==> config.mk <==
export PLATFORM = sky130hd
export DESIGN_NAME = nor_32bit
export DESIGN_NICKNAME = d
export VERILOG_FILES = /design/src/rtl/nor_32bit.sv
export SDC_FILE = /design/constraint.sdc
export NUM_CORES = 1
export LEC_CHECK = 0
export CELL_PAD_IN_SITES_DETAIL_PLACEMENT = 0
export CELL_PAD_IN_SITES_GLOBAL_PLACEMENT = 1
export CORE_AREA = 5 5 74 76
export DETAILED_ROUTE_END_ITERATION = 6
export DIE_AREA = 0 0 79 81
export GPL_TIMING_DRIVEN = 0
export PLACE_DENSITY_LB_ADDON = 0.1
export SLEW_MARGIN = 30
export SYNTH_ARGS = -nofsm -noshare
export SYNTH_HDL_FRONTEND = slang
export SYNTH_SLANG_ARGS = --single-unit
==> constraint.sdc <==
create_clock -name vclk -period 3.5
set_input_delay 0.525 -clock vclk [all_inputs]
set_output_delay 0.525 -clock vclk [all_outputs]
set_load 0.01 [all_outputs]
==> src/rtl/nor_32bit.sv <==
// 32-bit bitwise NOR unit, r = ~(a | b), built from 32 one-bit slices.
// Define NOR_32BIT_REG_OUT_EN to add a one-cycle output register stage.

module nor_1bit (
    input  logic a,
    input  logic b,
    output logic y
);
    assign y = ~(a | b);
endmodule

module nor_32bit (
    output logic [31:0] r,
    input  logic [31:0] a,
    input  logic [31:0] b,
    input  logic        clk,
    input  logic        rst_n,
    input  logic        in_valid,
    output logic        out_valid,
    output logic        zero,
    output logic        ones
);
    localparam int unsigned W = 32;

    logic [W-1:0] w_r;
    logic         w_zero;
    logic         w_ones;

    // One independent slice per bit, so an unknown input bit only taints its own result bit
    for (genvar i = 0; i < W; i++) begin : g_slice
        nor_1bit u_slice (
            .a (a[i]),
            .b (b[i]),
            .y (w_r[i])
        );
    end

    assign w_zero = ~|w_r;
    assign w_ones = &w_r;

`ifdef NOR_32BIT_REG_OUT_EN
    logic [W-1:0] r_r;
    logic         r_zero;
    logic         r_ones;
    logic         r_valid;

    // Flags are registered alongside r from the same combinational value, keeping them consistent
    always_ff @(posedge clk or negedge rst_n) begin
        if (!rst_n) begin
            r_r     <= '0;
            r_zero  <= 1'b1;
            r_ones  <= 1'b0;
            r_valid <= 1'b0;
        end else begin
            r_r     <= w_r;
            r_zero  <= w_zero;
            r_ones  <= w_ones;
            r_valid <= in_valid;
        end
    end

    assign r         = r_r;
    assign zero      = r_zero;
    assign ones      = r_ones;
    assign out_valid = r_valid;
`else
    logic w_unused;

    // clk and rst_n have no function in the combinational build
    assign w_unused  = clk ^ rst_n;

    assign r         = w_r;
    assign zero      = w_zero;
    assign ones      = w_ones;
    assign out_valid = in_valid;
`endif

endmodule

## Word-level counts from Yosys, hierarchy flattened

Cells that the tools add are included.

| cells by class | value |
|---|---|
| $mul | 0 |
| equal/unequal tests | 0 |
| add/sub/neg operators | 0 |
| bitwise operators | 64 |
| order comparisons | 0 |
| reduce and logical (&&, ||, !) cells | 3 |
| divide/modulo/power cells | 0 |
| multiplexer cells | 0 |
| shift-type cells | 0 |

Operators by type and width:

| kind | count |
|---|---|
| $not 1->1 | 32 |
| $or 1x1->1 | 32 |
| $reduce_and 32->1 | 1 |
| $reduce_or 32->1 | 1 |
| $logic_not 1->1 | 1 |

| word-level totals | value |
|---|---|
| ROM bits | 0 |
| word-level logic and storage cells | 67 |
| bits in latches | 0 |
| memories | 0 |
| output and inout port bits | 35 |
| flip-flop bits (word level) | 0 |
| bits in writable memories | 0 |

## Logic depth before layout (Yosys ltp)

| depth | value |
|---|---|
| depth in word-level cells | 4 |
| gate-level depth with buffers | 4 |
| gate-level depth less buffers | 4 |

## By module

Synthesis repeated with hierarchy kept, for this count alone.

| unflattened totals | value |
|---|---|
| cells, all modules | 55 |
| area total of the unflattened synthesis | 262.8 um2 |

By module, submodules not included:

| module | sequential area each (um2) | instances | cells each | area an instance (um2) |
|---|---|---|---|---|
| nor_32bit | 0.0 | 1 | 23 | 142.6 |
| nor_1bit | 0.0 | 32 | 1 | 3.8 |

## Least setup slack after synthesis

Ideal clock, no wire load.

| timing path | value |
|---|---|
| kind | input to output |
| start point | input port b[25] |
| end point | output port ones |
| data required time | 2975 ps |
| arrival time | 1430 ps |
| slack | 1545 ps |
| stages | 4 |
| path through | nor2_2 > nand4_1 > or4_1 > nor2_1 |

| on the way | value |
|---|---|
| word-level cells in the longest chain between the ends | 3 |

RTL lines:

| what | line | source |
|---|---|---|
| start, declared | 15 | `input logic [31:0] b,` |
| $or 1x1->1 | 9 | `assign y = ~(a \| b);` |
| $not 1->1 | 9 |  |
| $reduce_and 32->1 | 39 | `assign w_ones = &w_r;` |
| end, declared | 21 | `output logic ones` |

Every way passes these cells.

## Worst setup path after layout

| timing path | value |
|---|---|
| start point | input port b[0] |
| end point | output port ones |

| on the way | value |
|---|---|
| word-level cells in the longest chain between the ends | 3 |

RTL lines:

| what | line | source |
|---|---|---|
| $or 1x1->1 | 9 |  |
| $not 1->1 | 9 |  |
| named net g_slice[0].u_slice.y | 7 | `output logic y` |
| $reduce_and 32->1 | 39 |  |

The timed path passes the listed nets, and every way through them passes these cells.

==> flow_metrics.env <==
export IMPL_core_area_um2=4661
export IMPL_slowest_stage="or4_1"
export IMPL_grt_pass1_wl_mm=4.126
export IMPL_die_h_um=81
export IMPL_hold_path_depth=2
export IMPL_via_per_inst=3.867
export IMPL_drv_slew=0
export IMPL_hp_class="in2out"
export IMPL_worstHoldStart="in_valid"
export IMPL_synth_simple_area_share_pct=54.17
export IMPL_synthMuxAreaShare_pct=0
export IMPL_p_leak_nw=0.6201
export IMPL_startpoint="b[0]"
export IMPL_start_util_pct=11.60
export IMPL_setup_viol=0
export IMPL_tightest_slew_ns=0.3137
export IMPL_critPathBufInv=2
export IMPL_status="complete, no violations"
export IMPL_n_antenna_cell=0
export IMPL_p_int_w=0.0001259
export IMPL_switching_share_pct=29.71
export IMPL_crit_path_end_kind="output port"
export IMPL_synth_area_leaders="buf_4 (46%), nor2_2 (17%), nor2_1 (13%)"
export IMPL_die_area_um2=6399
export IMPL_syn_area_per_cell_um2=6.213
export IMPL_synth_nets=154
export IMPL_pre_cts_ws_ns=0.4934
export IMPL_pwr_share_seq_pct=0
export IMPL_synthAdderAreaFrac_pct=0
export IMPL_hpwl_mm=2.653
export IMPL_synth_top_family_by_area="simple AND/OR/NAND/NOR gates"
export IMPL_synth_area_um2=540.5
export IMPL_crit_family="simple AND/OR/NAND/NOR gates"
export IMPL_path_class="in2out"
export IMPL_drive_above_1_share_pct=25.81
export IMPL_synth_xor_area_share_pct=0
export IMPL_startpoint_type="input port"
export IMPL_grt_usage_pct=7.676
export IMPL_dp_cells=240
export IMPL_dr_total_vias=928
export IMPL_instances_no_fill=240
export IMPL_postCtsHoldBufs=0
export IMPL_worst_slack_ns=0.5245
export IMPL_wire_per_inst_um=11.42
export IMPL_slew_headroom_pct=78.90
export IMPL_cp_max_fo=3
export IMPL_grt_max_degree=4
export IMPL_path_cells="clkdlybuf4s50_1 -> nor2_1 -> nand4_1 -> or4_1 -> nor2_1 -> clkdlybuf4s50_1"
export IMPL_p_clk_share_pct=0
export IMPL_peakVddDrop_mv=0.03344
export IMPL_synth_compound_area_share_pct=0
export IMPL_seq_cells=0
export IMPL_final_nets=255
export IMPL_final_hold_viol_count=0
export IMPL_rsz0062_at_grt="false"
export IMPL_clock_buffers=0
export IMPL_synth_top_cell_area_share_pct=45.83
export IMPL_grt_pass1_vias=986
export IMPL_gp_congestion=0.6619
export IMPL_seq_area_frac_synth_pct=0
export IMPL_timing_fmax_ghz=0.3361
export IMPL_ff_latch_area_um2=0
export IMPL_syn_to_final_growth_pct=195.8
export IMPL_maxCapViolations=0
export IMPL_yosysMostFrequentCell="buf_4"
export IMPL_cp_slowest_stage_delay_ns=0.55
export IMPL_io_pin_count=102
export IMPL_synthCells=87
export IMPL_netSwitchingPower_w=0.00005320
export IMPL_combPwrFrac_pct=100.0
export IMPL_wl_mm=2.740
export IMPL_yosysTopAreaCell="buf_4"
export IMPL_ctsResizeCount=0
export IMPL_synthTopCellsByCount="buf_4 (33), nor2_1 (19), nor2_2 (15)"
export IMPL_ant_nets=0
export IMPL_io_buffers=99
export IMPL_antenna_found_initial=0
export IMPL_p_per_area_nw_per_um2=112.0
export IMPL_cp_required_ns=2.97
export IMPL_postCtsSetupBuffers=0
export IMPL_drt_first_pass_iters=2
export IMPL_worstPathArrival_ns=2.45
export IMPL_finalCriticalPeriod_ns=2.976
export IMPL_die_x_um=79
export IMPL_ys_warnings_count=0
export IMPL_ys_types=6
export IMPL_post_route_drc_count=0
export IMPL_drt_iter0_drc=3
export IMPL_overflow=0
export IMPL_finalSetupTns_ns=0
export IMPL_rows=25
export IMPL_hold_end="out_valid"
export IMPL_period_share_pct=85.02
export IMPL_finalPower_w=0.0001791
[metal layers]
metal | vias up | part of all wire (%) | track usage (%)
li1 | 471 | - | -
met1 | 400 | 33 | 7.566
met2 | 57 | 53 | 16.16
met3 | 0 | 14 | 2.661
met4 | 0 | 0 | 0
met5 | - | 0 | 0
[worst max-delay path by stage]
stage / endpoint / slack [ns] / cells past startpoint
2_1_floorplan: ones / 1.55 / 4
3_3_place_gp: ones / 0.51 / 6
3_5_place_dp: ones / 0.49 / 6
4_1_cts: ones / 0.49 / 6
5_1_grt: ones / 0.45 / 6
6_report: ones / 0.52 / 6
[cell families after synthesis]
group,Yosys count
buffers and inverters,33
and+or+nand+nor,54
[per-stage QoR]
step | hold WS [ns] | utilization, % | instance area (um2)
floorplan | 1.142 | - | 540.5
global placement | 1.626 | 34.31 | 1599
detailed placement | 1.626 | 34.31 | 1599
CTS | 1.626 | 34.31 | 1599
global route | 1.634 | 34.31 | 1599
finish | 1.621 | 34.31 | 1599
[area by class of cell]
class / count / area, um2
fillers: 497 / 3062
repair buffers: 99 / 991.0
well taps: 54 / 67.56
multi-input cells: 54 / 292.8
plain buffers: 33 / 247.7
[power groups by stage]
stage,sequential (W),clock [W],combinational (W)
2_1_floorplan,0,0,0.0000610
3_3_place_gp,0,0,0.000180
3_5_place_dp,0,0,0.000182
4_1_cts,0,0,0.000182
5_1_grt,0,0,0.000193
6_report,0,0,0.000179
[cells in the final DEF (no fill, tap or decap)]
cell type        Yosys  final
or4_1                2      2
nor2_1              19     19
nor2_2              15     15
nand4_1             10     10
clkdlybuf4s50_1      0     99
buf_4               33     33
nor4_1               8      8
(Power assumes the default switching activity.)
